<file path="config.mk">
export PLATFORM = sky130hd
export DESIGN_NAME = innerproduct_seq_ctrl
export DESIGN_NICKNAME = d
export VERILOG_FILES = /design/src/rtl/innerproduct_seq_ctrl.sv
export SDC_FILE = /design/constraint.sdc
export NUM_CORES = 1
export LEC_CHECK = 0
export CAP_MARGIN = 20
export CORE_MARGIN = 2
export CORE_UTILIZATION = 50
export DETAILED_ROUTE_END_ITERATION = 8
export GPL_ROUTABILITY_DRIVEN = 0
export GPL_TIMING_DRIVEN = 0
export PLACE_DENSITY = 0.72
export SKIP_CTS_REPAIR_TIMING = 1
export SLEW_MARGIN = 20
export SYNTH_ARGS = -nofsm -noshare
export SYNTH_HDL_FRONTEND = slang
export SYNTH_SLANG_ARGS = --single-unit
</file>
<file path="constraint.sdc">
create_clock -name clk -period 16.7 [get_ports clk]
set_clock_uncertainty 0.2 [all_clocks]
set_input_delay 3.34 -clock clk [delete_from_list [all_inputs] [get_ports clk]]
set_output_delay 3.34 -clock clk [all_outputs]
set_load 0.05 [all_outputs]
</file>
<file path="src/rtl/innerproduct_seq_ctrl.sv">
// Purpose: sequential inner product of N streamed unsigned features with N ROM coefficients, wrapping mod 2^TW.
// Latency: 2 cycles from the final feature accept to h_valid (one DRAIN cycle for the last product, then OUT).
// Backpressure: x_ready only in RUN (x_valid gaps stall idx); h_valid/hprime held stable in OUT until h_ready.
module innerproduct_seq_ctrl #(
    parameter int N  = 81,
    parameter int XW = 7,
    parameter int TW = 32,
    parameter int AW = 7
) (
    input  logic          clk,
    input  logic          rst,
    input  logic          start,
    input  logic          abort,
    output logic          busy,
    input  logic [XW-1:0] x_data,
    input  logic          x_valid,
    output logic          x_ready,
    output logic [AW-1:0] theta_addr,
    input  logic [TW-1:0] theta_data,
    output logic [TW-1:0] hprime,
    output logic          h_valid,
    input  logic          h_ready
);

    typedef enum logic [1:0] {
        S_IDLE  = 2'd0,
        S_RUN   = 2'd1,
        S_DRAIN = 2'd2,
        S_OUT   = 2'd3
    } state_t;

    state_t        state_q, state_d;
    logic [AW-1:0] idx_q, idx_d;
    logic [TW-1:0] acc_q, acc_d;
    logic [XW-1:0] x_q, x_d;
    logic          pv_q, pv_d;

    // Handshake outputs are flops decoded from the next state.
    logic          x_ready_q;
    logic          busy_q;
    logic          h_valid_q;

    logic          accept;
    logic          last_idx;
    logic [TW-1:0] x_ext;
    logic [TW-1:0] prod;

    assign accept   = x_ready_q & x_valid;
    assign last_idx = (idx_q == AW'(N - 1));

    // theta_data arrives one cycle after the address, i.e. alongside x_q.
    assign x_ext = TW'(x_q);
    assign prod  = x_ext * theta_data;

    assign x_ready    = x_ready_q;
    assign busy       = busy_q;
    assign h_valid    = h_valid_q;
    assign hprime     = acc_q;
    assign theta_addr = idx_q;

    // Next-state logic: accept pipeline, pending accumulate and state transitions.
    always_comb begin
        state_d = state_q;
        idx_d   = idx_q;
        acc_d   = acc_q;
        x_d     = x_q;
        pv_d    = 1'b0;

        // A product registered last cycle is folded in now, whatever the state.
        if (pv_q) begin
            acc_d = acc_q + prod;
        end

        case (state_q)
            S_IDLE: begin
                if (start) begin
                    acc_d   = '0;
                    idx_d   = '0;
                    state_d = S_RUN;
                end
            end
            S_RUN: begin
                if (accept) begin
                    x_d   = x_data;
                    pv_d  = 1'b1;
                    idx_d = idx_q + AW'(1);
                    if (last_idx) begin
                        state_d = S_DRAIN;
                    end
                end
            end
            S_DRAIN: begin
                state_d = S_OUT;
            end
            S_OUT: begin
                if (h_ready) begin
                    state_d = S_IDLE;
                end
            end
            default: begin
                state_d = S_IDLE;
            end
        endcase

        // Abort drops any in-flight product and leaves acc/idx untouched.
        if (abort) begin
            state_d = S_IDLE;
            idx_d   = idx_q;
            acc_d   = acc_q;
            x_d     = x_q;
            pv_d    = 1'b0;
        end
    end

    // State and datapath registers with synchronous reset taking priority over everything.
    always_ff @(posedge clk) begin
        if (rst) begin
            state_q   <= S_IDLE;
            idx_q     <= '0;
            acc_q     <= '0;
            x_q       <= '0;
            pv_q      <= 1'b0;
            x_ready_q <= 1'b0;
            busy_q    <= 1'b0;
            h_valid_q <= 1'b0;
        end else begin
            state_q   <= state_d;
            idx_q     <= idx_d;
            acc_q     <= acc_d;
            x_q       <= x_d;
            pv_q      <= pv_d;
            x_ready_q <= (state_d == S_RUN);
            busy_q    <= (state_d != S_IDLE);
            h_valid_q <= (state_d == S_OUT);
        end
    end

endmodule

</file>
==> metrics, run 1 <==
Pwr Total=0.273 mW; share of layout cells above drive strength 1=roughly 2.4%; top post-synthesis cells by count=fa_1, inv_1, nand2_1; CTS Buffer Depth=2; post-route ant nets=0; worst path cell trace=clkdlybuf4s50_1, and2_1, fa_1, inv_1, fa_1, inv_1, fa_1, inv_1, fa_1, inv_1, ha_1, a21oi_1, nand2_1, o2111ai_2, nand4_2, a31oi_2, a311oi_1, or3_1, a41oi_2; Worst-path clk slew=0.08 ns; number of global-route vias before repair=around 7000; # IOs=just under 90; GR peak layer=met2; Ys Warns=0; grt met3 use=between 2 and 3%; Reg area=approximately 1000 sq um; Die Width=134 um; Pwr per Cell Area=27.9 nW/um^2; top-area cell type share of the netlist area=38.2%; synthesized area per cell=between 8 and 9 sq um; Total GRT Usage=~26%; Clock Latency Late Sink=0.31 ns; Synth area leaders=fa_1, dfxtp_1, and2_1; via/cell ratio=5.36; 1st-iter DRT viols=between 300 and 400; Buf/Inv on CP=5; Die ar.=approximately 18000 sq um; unrepaired setup endpoints after global routing=no; Arr. time, crit path=~9 ns; part of the Yosys area used for sequential elements=about an eighth; Leak=approximately 4.6 nW; Cell variety after synth=62; Post-Synthesis Cell Area=approximately 8500 sq um; slowest cell on the critical path=clkdlybuf4s50_1; Layout fillers=between 1500 and 2000; Final Worst Setup Slack=7.84 ns; GR Util met1=36.2%; Syn Nets=1200; fmax=about 110 MHz; EDFF count, synth=0; number of port buffers=85; Tcrit/Tclk final=between 50% and 60%; CTS Buf Count=5; Starting Density=just over 50%; max-slew violation count=0; placed insts=between 1000 and 1500; delay-heaviest family, CP=adder cells; post-synthesis async set-or-reset flop share=0%; Gate Count Post-Synth=950; met2 Use GR=between 40% and 50%; Tmin final=about 8.9 ns; Fin. Hold Viols=0; Clock Sinks=52; leading area contributor after synthesis=fa_1; DR vias=6773; Nets=about 1300; Slew headroom=between 40 and 50%; CTS tree=built; final setup fails=0; Post-synth top flop=dfxtp_1; synthesized flop and latch total=52; Crit. End Element=register; max cap viols=0; Finished Layout Cells=about 1300; Root Driver=clkbuf_16; fin util=approximately 60%; first-pass GRT wire length=36200 um; critical path type=in2reg; Crit path required time=16.74 ns; DP HPWL=~18000 um; largest stage delay on the critical path=between 0.5 and 0.6 ns; initial antenna violation count=0; global route overflow=0; area grow syn2layout=15.0%; drt total wl=~22000 um; most common cell in the netlist=fa_1; core area=between 15000 and 20000 sq um; row count=47; Die Y=between 100 and 150 um; worst min-delay path class=reg2reg; Setup TNS=0 ns; Worst-Margin Slew=0.748 ns; Peak VDD IR=35.0 uV; Setup crit start kind=input port; htree depth=2; multi-input logic area=6770 sq um; Crit Path Max Fanout=7; status=complete, no violations; Pre-Repair DR Iteration Count=5; DRC=0; pre-CTS WS=7.63 ns; largest net degree at the start of global routing=19; drt wl/cell=around 17 um
[through the flow]
| step | hold slack, ns | area, sq um |
|---|---|---|
| after floorplan | 0.254 | 8500 |
| after global placement | 0.256 | 9630 |
| after detailed placement | 0.265 | 9630 |
| after CTS | 0.276 | 9780 |
| after global routing | 0.298 | 9780 |
| final | 0.268 | 9780 |
[sequential cells by signal, indices dropped and copies added (netlist names)]
signal	cells
busy	1
state_q	2
h_valid	1
hprime	32
x_q	7
theta_addr	7
pv_q	1
x_ready	1
[power by group]
part	total, mW	internal (mW)	leakage [nW]	switching, mW
registers	0.125	0.124	0.419	0.000551
clock network	0.114	0.0570	0.0708	0.0567
logic	0.0345	0.0143	4.11	0.0203
[layer usage]
metal / part of all wire [%] / up-vias
li1: - / 3147
met1: 45 / 3408
met2: 48 / 190
met3: 4.9 / 28
met4: 2.5 / 0
met5: 0 / -
[worst paths after layout]
kind                       from         end  slack, ns  cells past startpoint
setup reg to reg         x_q[4]  hprime[31]      10.39                     19
hold / removal       hprime[30]  hprime[30]       0.27                      2
setup / recovery  theta_data[5]  hprime[31]       7.84                     19
hold reg to reg      hprime[30]  hprime[30]       0.27                      2
[kinds of logic (layout without fill, tap and decap cells)]
kind of cell	count (synthesis)	after routing	synth area share, %
and+or+nand+nor	343	343	20.0
adders and majority gates	205	205	44.5
buffers and inverters	183	276	8.10
AOI/OAI and AO/OA	123	123	10.5
DFF	52	52	12.2
xor gates and xnor gates	35	35	3.61
muxes	9	9	1.06
other	0	1	0
[worst min-delay path, delay by kind of cell (launching register included)]
kind,cells,cell delay (ns)
AO/OA/AOI/OAI,1,0.05
flip-flops,1,0.33
AND/OR/NAND/NOR,1,0.05
[area by class of cell]
type | instances | share of cell area (%)
diodes | 1 | 0.0256
plain buffers | 32 | 1.24
clock buffers | 5 | 1.28
clock inverters | 3 | 0.256
inverters | 151 | 5.80
multi-input cells | 715 | 69.2
flip-flops and latches | 52 | 10.6
well taps | 220 | 2.82
repair buffers | 85 | 8.70
[placed cells by master (no fill, tap or decap), types with 3 or more instances in the layout]
cell and instances:
inv_1 151, dfxtp_1 52, a21boi_0 3, a22oi_1 8, nand2_1 134, clkdlybuf4s50_1 85, or2_2 3, nor4_1 3
ha_1 43, fa_1 162, nand3_1 10, and3_1 5, clkbuf_16 5, or3_1 5, xnor2_1 20, nor2_1 44
a21o_1 12, and2_1 113, o21bai_1 6, mux2i_1 9, clkbuf_1 30, nor2b_1 5, o21ai_0 22, nor3_1 5
a21oi_1 29, nand2b_1 6, o21a_1 8, xor2_1 15
(Power assumes the default switching activity.)
==> run 2, diff against run 1 <==
==> constraint.sdc (replaced) <==
create_clock -name clk -period 9.1 [get_ports clk]
set_clock_uncertainty 0.2 [all_clocks]
set_input_delay 1.82 -clock clk [delete_from_list [all_inputs] [get_ports clk]]
set_output_delay 1.82 -clock clk [all_outputs]
set_load 0.05 [all_outputs]
==> results of run 2 <==
The final DEF is identical to that of run 1. Status: complete, no violations.
Main changes from that run: setup slack after placement 7.63 ns -> 1.55 ns; setup slack after layout 7.84 ns -> 1.76 ns; register-to-register setup slack 10.39 ns -> 2.79 ns; total power 0.273 mW -> 0.502 mW; worst IR drop on VDD 35.0 uV -> 64.3 uV
==> run 3, diff against run 2 <==
--- a/config.mk
+++ b/config.mk
@@ -11,7 +11,7 @@
 export DETAILED_ROUTE_END_ITERATION = 8
 export GPL_ROUTABILITY_DRIVEN = 0
 export GPL_TIMING_DRIVEN = 0
-export PLACE_DENSITY = 0.72
+export PLACE_DENSITY = 0.74
 export SKIP_CTS_REPAIR_TIMING = 1
 export SLEW_MARGIN = 20
 export SYNTH_ARGS = -nofsm -noshare
==> constraint.sdc (replaced) <==
create_clock -name clk -period 6.6 [get_ports clk]
set_clock_uncertainty 0.2 [all_clocks]
set_input_delay 1.32 -clock clk [delete_from_list [all_inputs] [get_ports clk]]
set_output_delay 1.32 -clock clk [all_outputs]
set_load 0.05 [all_outputs]
==> metrics, run 3 (synthesis results as in run 1) <==
Worst-path clk slew=0.08 ns (about the same); number of global-route vias before repair=6815 (-3.3%); DRC=0 (unchanged); via/cell ratio=5.32 (-0.78%); clock share of power=41.8% (+0.2 points); Root Driver=clkbuf_16; Die Y=134 um (unchanged); flip-flop count of the largest register after layout=32 (unchanged); CTS Buf Count=5 (unchanged); Pre-Repair DR Iteration Count=5 (unchanged); part of the power in registers=45.7% (about the same); Crit path required time=6.65 ns; Total GRT Usage=24.9% (-0.78 points); CTS Buffer Depth=2 (unchanged); max cap viols=0 (unchanged); pre-CTS WS=-0.393 ns; Combinational Power Share=12.5% (about the same); most frequent cells in the layout=fa_1, inv_1, nand2_1; Final Worst Setup Slack=between 0.2 and 0.25 ns; Pwr Total=slightly below 0.7 mW; max-slew violation count=0 (unchanged); Die ar.=18100 sq um (unchanged); Tcrit/Tclk final=between 90% and 100%; post-route ant nets=0 (unchanged); Die Width=134 um (unchanged); share of layout cells above drive strength 1=2.78% (+0.38 points); Nets=1293 (+0.077%); Fin. Hold Viols=0 (unchanged); Psw=around 0.20 mW; final setup fails=0 (unchanged); Starting Density=51.3% (unchanged); 1st-iter DRT viols=350 (-6.9%); Tmin final=~6.4 ns; Int Pwr=about 0.49 mW; area grow syn2layout=15.9%; Clock Sinks=52 (unchanged); number of port buffers=85 (unchanged); fmax=about 160 MHz; largest net degree at the start of global routing=19 (unchanged); first-pass GRT wire length=35100 um (-3.0%); htree depth=2 (unchanged); row count=47 (unchanged); sw frac=around 29%; initial antenna violation count=0 (unchanged); Arr. time, crit path=roughly 6.4 ns; worst min-delay path class=reg2reg; Slew headroom=47.4% (-2.6 points); antenna cells=0 (-1); critical path type=in2reg; Worst-Margin Slew=0.787 ns (+0.0390 ns); DR vias=6720 (-0.78%); # IOs=87 (unchanged); CTS tree=built; Clock Latency Late Sink=0.31 ns (about the same); global route overflow=0 (unchanged); Crit. End Element=register; DP HPWL=17500 um (-1.5%); unrepaired setup endpoints after global routing=no; Peak VDD IR=just over 90 uV; Pwr per Cell Area=roughly 70 nW/um^2; Setup TNS=0 ns (unchanged); most common cell after layout, fill and taps aside=fa_1; status=complete, no violations; drt total wl=21100 um (-2.2%); drt wl/cell=16.7 um (-2.2%); Crit Path Max Fanout=7 (unchanged); core area=16600 sq um (unchanged); Setup crit start kind=input port; Leak=4.69 nW (+1.9%)
==> run 3: cell count changes in the layout (fill, tap and decap cells not counted), sizes merged <==
cell           delta
dlymetal6s2s      +8
clkdlybuf4s50     -8
diode             -1
buf               +1
==> run 3: final cells by class <==
class,instances,area [sq um]
plain buffers,32,121
clock inverters,3,25.0
inverters,151,567
multi-input cells,715,6820
clock buffers,5,125
repair buffers,86,878
flip-flops and latches,52,1040
well taps,220,275
fillers,1515,6730
==> run 3: final timing paths <==
check	slack [ns]	startpoint	endpoint	cells after the start
max	0.22	theta_data[12]	hprime[31]	18
min	0.28	hprime[30]	hprime[30]	2
max reg2reg	0.64	x_q[4]	hprime[31]	19
min reg2reg	0.28	hprime[30]	hprime[30]	2
==> run 3: through the flow <==
step / cell area (sq um) / hold slack, ns / utilization [%] / std cells
6_report: 9850 / 0.279 / 59.4 / 1264
5_1_grt: 9850 / 0.300 / 59.4 / 1264
4_1_cts: 9780 / 0.281 / 58.9 / 1263
3_5_place_dp: 9630 / 0.269 / 58.0 / 1255
3_3_place_gp: 9630 / 0.251 / 58.0 / 1255
2_1_floorplan: 8500 / 0.254 / - / 950
==> run 3: power by group through the flow <==
stage	clock network, mW	registers (mW)	logic [mW]
4_1_cts	0.295	0.316	0.0864
3_5_place_dp	0	0.324	0.0855
2_1_floorplan	0	0.328	0.0255
6_report	0.289	0.316	0.0867
5_1_grt	0.305	0.317	0.0936
3_3_place_gp	0	0.324	0.0858
==> run 3: worst max-delay path: stages <==
cell and delay (ns):
clkdlybuf4s50_1 0.65, nand2_1 0.12, fa_1 0.53, inv_1 0.05, fa_1 0.50, fa_1 0.49
inv_1 0.05, fa_1 0.48, inv_1 0.04, ha_1 0.36, a211oi_2 0.26, o21bai_2 0.16
o2111ai_1 0.20, nand3_1 0.24, a31oi_4 0.29, a311oi_2 0.17, or3_1 0.34, a41oi_2 0.17
==> run 3: metal layers <==
metal	share of wire [%]	routed length (um)	track usage (%)	up-vias
li1	-	-	-	3147
met1	44	9310	34.7	3376
met2	49	10400	41.8	179
met3	4.9	1030	3.06	18
met4	1.7	363	6.26	0
met5	0	0	0	-
